==> config.mk <==
export PLATFORM = sky130hd
export DESIGN_NAME = bit_scan_encoder
export DESIGN_NICKNAME = d
export VERILOG_FILES = /design/src/rtl/bit_scan_pkg.sv /design/src/rtl/pri_enc_w.sv /design/src/rtl/bit_scan_encoder.sv
export SDC_FILE = /design/constraint.sdc
export NUM_CORES = 1
export LEC_CHECK = 0
export CAP_MARGIN = 20
export CORE_MARGIN = 5
export CORE_UTILIZATION = 50
export CTS_CLUSTER_DIAMETER = 30
export CTS_CLUSTER_SIZE = 8
export DETAILED_ROUTE_END_ITERATION = 16
export PLACE_DENSITY = 0.78
export REMOVE_ABC_BUFFERS = 1
export SYNTH_ARGS = -nofsm -noshare
export SYNTH_HDL_FRONTEND = slang
export SYNTH_SLANG_ARGS = --single-unit
==> constraint.sdc <==
create_clock -name clk -period 4.25 [get_ports clk]
set_input_delay 0.6375 -clock clk [delete_from_list [all_inputs] [get_ports clk]]
set_output_delay 0.6375 -clock clk [all_outputs]
set_load 0.03 [all_outputs]
==> src/rtl/bit_scan_pkg.sv <==
// Shared definitions for the bit scan encoder: FSM state encoding and index-width helper.
// Pure declarations; no logic, no latency.
package bit_scan_pkg;

    typedef enum logic [1:0] {
        ST_IDLE = 2'd0,
        ST_SCAN = 2'd1,
        ST_ZERO = 2'd2
    } state_e;

    // Minimum bits needed to address 'value' positions (value >= 2).
    function automatic int clog2(input int value);
        int r;
        r = 0;
        while ((1 << r) < value) begin
            r = r + 1;
        end
        return r;
    endfunction

endpackage

==> src/rtl/pri_enc_w.sv <==
// Combinational priority encoder: index of the first set bit (MSB- or LSB-first),
// plus exactly-one and any-set flags. Zero latency, no flow control.
module pri_enc_w
    import bit_scan_pkg::*;
#(
    parameter int WIDTH     = 8,
    parameter int LSB_FIRST = 0,
    localparam int IDXW     = clog2(WIDTH)
) (
    input  logic [WIDTH-1:0] vec_i,
    output logic [IDXW-1:0]  idx_o,
    output logic             one_o,
    output logic             any_o
);

    always_comb begin
        idx_o = '0;
        if (LSB_FIRST != 0) begin
            for (int i = WIDTH - 1; i >= 0; i--) begin
                if (vec_i[i]) idx_o = IDXW'(i);
            end
        end else begin
            for (int i = 0; i < WIDTH; i++) begin
                if (vec_i[i]) idx_o = IDXW'(i);
            end
        end
    end

    // Clearing the lowest set bit leaves zero only for single-bit vectors.
    assign any_o = |vec_i;
    assign one_o = any_o && ((vec_i & (vec_i - WIDTH'(1))) == '0);

endmodule

==> src/rtl/bit_scan_encoder.sv <==
// Captures a vector, then emits one beat per set bit (priority order) or a single zero beat.
// First beat the cycle after capture; out_ready low stalls with all fields held; in_ready only in IDLE.
module bit_scan_encoder
    import bit_scan_pkg::*;
#(
    parameter int WIDTH     = 8,
    parameter int LSB_FIRST = 0,
    localparam int IDXW     = clog2(WIDTH)
) (
    input  logic              clk,
    input  logic              rst,
    input  logic              in_valid,
    output logic              in_ready,
    input  logic [WIDTH-1:0]  in_vec,
    output logic              out_valid,
    input  logic              out_ready,
    output logic [IDXW-1:0]   out_idx,
    output logic [IDXW:0]     out_count,
    output logic              out_last,
    output logic              out_zero
);

    state_e             state_q, state_d;
    logic [WIDTH-1:0]   work_q, work_d;
    logic [IDXW:0]      count_q, count_d;
    logic [IDXW:0]      in_pop;
    logic [IDXW-1:0]    enc_idx;
    logic               enc_one;
    logic               enc_any;

    pri_enc_w #(
        .WIDTH     (WIDTH),
        .LSB_FIRST (LSB_FIRST)
    ) u_pri_enc (
        .vec_i (work_q),
        .idx_o (enc_idx),
        .one_o (enc_one),
        .any_o (enc_any)
    );

    // Ones count is taken once at capture and held for every beat of the vector.
    always_comb begin
        in_pop = '0;
        for (int i = 0; i < WIDTH; i++) begin
            in_pop = in_pop + (IDXW+1)'(in_vec[i]);
        end
    end

    always_comb begin
        state_d = state_q;
        work_d  = work_q;
        count_d = count_q;
        case (state_q)
            ST_IDLE: begin
                if (in_valid) begin
                    work_d  = in_vec;
                    count_d = in_pop;
                    state_d = (|in_vec) ? ST_SCAN : ST_ZERO;
                end
            end
            ST_SCAN: begin
                if (out_ready) begin
                    work_d = work_q & ~(WIDTH'(1) << enc_idx);
                    if (enc_one || !enc_any) begin
                        state_d = ST_IDLE;
                        count_d = '0;
                    end
                end
            end
            ST_ZERO: begin
                if (out_ready) begin
                    state_d = ST_IDLE;
                end
            end
            default: begin
                state_d = ST_IDLE;
                work_d  = '0;
                count_d = '0;
            end
        endcase
    end

    always_ff @(posedge clk) begin
        if (rst) begin
            state_q <= ST_IDLE;
            work_q  <= '0;
            count_q <= '0;
        end else begin
            state_q <= state_d;
            work_q  <= work_d;
            count_q <= count_d;
        end
    end

    // Outputs decode registered state only, so nothing is combinational from the inputs.
    always_comb begin
        in_ready  = 1'b0;
        out_valid = 1'b0;
        out_idx   = '0;
        out_count = '0;
        out_last  = 1'b0;
        out_zero  = 1'b0;
        case (state_q)
            ST_IDLE: begin
                in_ready = 1'b1;
            end
            ST_SCAN: begin
                out_valid = 1'b1;
                out_idx   = enc_idx;
                out_count = count_q;
                out_last  = enc_one;
            end
            ST_ZERO: begin
                out_valid = 1'b1;
                out_last  = 1'b1;
                out_zero  = 1'b1;
            end
            default: begin
                in_ready = 1'b0;
            end
        endcase
    end

endmodule

# Word-level counts from Yosys, hierarchy flattened
# Index checks and enable logic that the tools add are counted.
# totals
ff_bits	14
latchBits	0
ramBits	0
romBits	0
out_inout_bits	11
n_memories	0
# op_classes
addsub	8
multipliers	0
div	0
order_cmp	0
n_eq_ne	6
n_shift	1
muxes	26
n_bitwise	4
n_reduce_logical	11
# op_table
cell	count
8-bit one-hot mux with 3 select lines	1
4-bit by 1-bit adder with 4-bit output	4
8-bit AND	2
4-bit 2-to-1 mux	4
8-bit 2-to-1 mux	2
8-bit OR reduction	2
3-bit 2-to-1 mux	5
2-bit 2-to-1 mux	7
4-bit one-hot mux with 3 select lines	1
8-bit logical NOT	1
2-bit != test, second input constant	4
8-bit inverter	1
4-bit AND reduction	2
1-bit by 3-bit left shift with 8-bit output, first input constant	1
8-bit by 1-bit subtractor with 8-bit output, second input constant	1
2-bit one-hot mux with 3 select lines	1
3-bit by 1-bit adder with 4-bit output	1
1-bit 2-to-1 mux	4
2-bit by 1-bit adder with 3-bit output	1
3-bit AND reduction	1
1-bit by 1-bit adder with 2-bit output	1
2-bit by 1-bit equality test with 1-bit output, second input constant	1
2-bit equality test, second input constant	1
2-bit logical NOT	1
other kinds (6)	6

# Logic depth before layout (Yosys ltp)
# depth
depth_word	12
depth_mapped	11
depth_no_buf	11

# Modules after synthesis
# A second synthesis with hierarchy kept.
# unflattened
cells_unflattened	147
area_unflattened_um2	1174.9
# by_module_without_submodules
mod	instances	cells_per_inst	area_each_um2	seq_area_each_um2
bit_scan_encoder	1	123	1023.5	280.3
pri_enc_w	1	24	151.4	0.0

# Least setup slack after synthesis
# No wires, ideal clock.
# synth_path
kind	input-to-reg
startpoint	input in_vec[0]
endpoint	register count_q[2]
setup_ps	70
arrival_time_ps	3079
required_time_ps	4180
path_slack_ps	1101
cell_stages	11
path_buffers	0
cell_sequence	fa_1 inv_1 fa_1 fa_1 inv_1 ha_1 inv_1 fa_1 xnor2_1 o2111ai_1 a21oi_1
# synth_via
elab_chain_len	9
# synth_rtl
element	line	text
from (decl)	bit_scan_encoder.sv:14	input logic [WIDTH-1:0] in_vec,
1-bit by 1-bit adder with 2-bit output	bit_scan_encoder.sv:45	in_pop = in_pop + (IDXW+1)'(in_vec[i]);
2-bit by 1-bit adder with 3-bit output	bit_scan_encoder.sv:45	
3-bit by 1-bit adder with 4-bit output	bit_scan_encoder.sv:45	
4-bit by 1-bit adder with 4-bit output (4 in a row)	bit_scan_encoder.sv:45	
4-bit 2-to-1 mux	bit_scan_encoder.sv:55	if (in_valid) begin
4-bit one-hot mux with 3 select lines	bit_scan_encoder.sv:53	case (state_q)
to (signal assigned)	bit_scan_encoder.sv:91	count_q <= count_d;
to (decl)	bit_scan_encoder.sv:25	logic [IDXW:0] count_q, count_d;
# No other way between the ends. The select of a mux whose other input is x is not followed.
# A chain may end at the register's enable or synchronous reset.

# Worst setup path after layout
# Ends and elaborated chain as after synthesis.

==> impl_metrics.ini <==
[timing]
tns_ns = 0
rsz0062_at_grt = false
fin_crit_ns = 3.544
drv_slew = 0
skew_ns = 0.008641
worst_slew_pin_slew_ns = 0.5583
fin_hold_ws_ns = 0.4765
relSlewSlack_pct = 62.65
fmax_mhz = 282.1
hold_viol_final = 0
period_share_pct = 83.40
setup_violations = 0

[placed_design]
placed_area_sq_um = 1339
dp.cells = 175
globalplace.congestion = 0.7778
io_buffers = 22
dpl.hpwl_um = 2094

[synth]
ys_ff_latch = 14
ys_seq_area_share_pct = 25.23
synthCells = 131
ys_types = 44
netlist_area_sq_um = 1111
async_flop_share_pct = 0
yosysWarnings = 0
synth-edff-count = 0
yosys_most_used_dff = dfxtp_1
synth_area_per_cell_sq_um = 8.481

[clock_tree]
cts_buffers = 3
cts.path.max_buffers = 2
cts_max_level = 1
cts_setup_buffers = 0
cts-hold-fix-buffers = 0
cts_resized = 0
clock_sinks = 14
cts_tree = yes
clkTransAtPathRegs_ns = 0.09
clock_latency_ns = 0.28
root_buffer = clkbuf_4

[routing]
wl_per_cell_um = 15.12
viasPerCell = 5.872
drt_iter0_markers = 31
postRouteWirelength_um = 2706
first_pass_iters = 4
vias = 1051
ant_nets = 0
drcViolationCount = 0

[critical_path]
path_common_cell = fa_1
crit_path_end_kind = register
critPathLaunchType = input pin
path_cells = clkdlybuf4s50_1 > fa_1 > inv_1 > fa_1 > fa_1 > inv_1 > ha_1 > inv_1 > fa_1 > xnor2_1 > o2111ai_1 > a21oi_1
rr_startpoint = state_q[1]
critPathSlowestCell = fa_1
cp-startpoint = in_vec[0]
crit_type = in -> reg
worstPathArrival_ns = 3.76
crit_required_ns = 4.46
path_buf_inv = 4
path_max_fanout = 3
cp_top_family = adder cells
crit_path_max_incr_delay_ns = 0.56

[final_layout]
final_cells = 179
layout-drive-gt1-share_pct = 7.285
syn_to_final_growth_pct = 23.76
nNetsFinal = 175
num_antenna_cells = 0
fin_area_sq_um = 1375

[grt]
grt_pass1_vias = 1012
overflow = 0
grt_max_degree = 17
grt_antenna_before_repair = 0
grt_pass1_wl_um = 4498
grt.total_usage_pct = 17.24

[die]
chipWidth_um = 57.14
start_util_pct = 51.21
rows = 17
core-area_sq_um = 2170
die_area_sq_um = 3265
ios = 23
die_y_um = 57.14

[pwr]
ir_drop_uv = 240.3
p_leak_nw = 0.5658
power.density_nw_per_um2 = 350.2

[flow_run]
max_cap_violations = 0

[worst_hold_path]
hp-start = count_q[0]
holdCritPathClass = reg -> reg

[status]
status = complete, no violations
cell usage after synthesis, drive strengths merged (3+ instances only):
| library cell | count | area (sq um) |
|---|---|---|
| and2 | 4 | 25.02 |
| o21a | 3 | 22.52 |
| nand2b | 3 | 18.77 |
| ha | 7 | 87.58 |
| clkbuf | 4 | 15.01 |
| buf | 3 | 20.01 |
| a21oi | 9 | 48.80 |
| o32ai | 3 | 26.28 |
| nor2 | 3 | 11.26 |
| o41ai | 3 | 45.05 |
| nand2 | 10 | 45.04 |
| o2111ai | 4 | 35.03 |
| dfxtp | 14 | 280.3 |
| inv | 17 | 63.81 |
| nand3 | 9 | 45.04 |
| fa | 4 | 80.08 |
| o21ai | 4 | 20.02 |
| a32o | 4 | 40.04 |
| nor3 | 3 | 20.02 |
state kept, by name, indices dropped and copies added (netlist names):
register	count
state_q	2
work_q	8
count_q	4
logic make-up after synthesis:
group,count (synthesis),synth area share (%)
buffers and inverters,24,8.895
xor gates and xnor gates,1,0.7884
AOI/OAI and AO/OA,40,29.06
and+or+nand+nor,41,20.95
DFF,14,25.23
adders and majority gates,11,15.09
cell type report:
class                      count  area, sq um
timing repair buffer          23        227.7
fill                         207        794.5
tap                           28        35.03
inverter                      17        63.81
sequential                    14        280.3
multi-input combinational     93        732.0
clock buffer                   4        36.28
placed cells by master (no fill, tap or decap), drive strengths merged, types with 4 or more instances in the layout:
cell type      Yosys  routed
ha                 7       7
a21oi              9       9
clkdlybuf4s50      0      22
fa                 4       4
inv               17      17
o2111ai            4       4
nand3              9       9
a32o               4       4
dfxtp             14      14
nand2             10      10
and2               4       4
clkbuf             4       4
o21ai              4       4
metrics by stage:
step / power, W / worst slack [ns] / utilization (%)
global placement: 0.0003829 / 0.4672 / 61.71
CTS: 0.0004837 / 0.6692 / 63.38
detailed placement: 0.0003883 / 0.3746 / 61.71
floorplan: 0.0003203 / 1.086 / -
global route: 0.0005132 / 0.5274 / 63.38
finish: 0.0004815 / 0.7057 / 63.38
where the power goes:
group / switching (W) / leakage, nW / internal, W
registers: 0.0000188 / 0.115 / 0.000147
clock network: 0.0000442 / 0.0210 / 0.0000522
logic: 0.000124 / 0.430 / 0.0000951
metal layers:
| metal | up-vias | track usage [%] | part of all wire [%] |
|---|---|---|---|
| met4 | 0 | 6.623 | 2.3 |
| met1 | 503 | 21.35 | 44 |
| met3 | 8 | 3.620 | 3.0 |
| met2 | 24 | 29.20 | 50 |
| li1 | 516 | - | - |
| met5 | - | 0 | 0 |
path summary, 6_finish.rpt:
kind                                    to  slack, ns  cells past startpoint
worst max-delay path            count_q[2]       0.71                     12
worst min-delay path            count_q[0]       0.48                      2
worst max register to register  count_q[3]       2.08                      8
worst min register to register  count_q[0]       0.48                      2
worst min-delay path, cell delays in order (launching register included):
cell     delay, ns
dfxtp_1       0.32
nand3_1       0.06
a21oi_1       0.06
(Power assumes the default switching activity.)
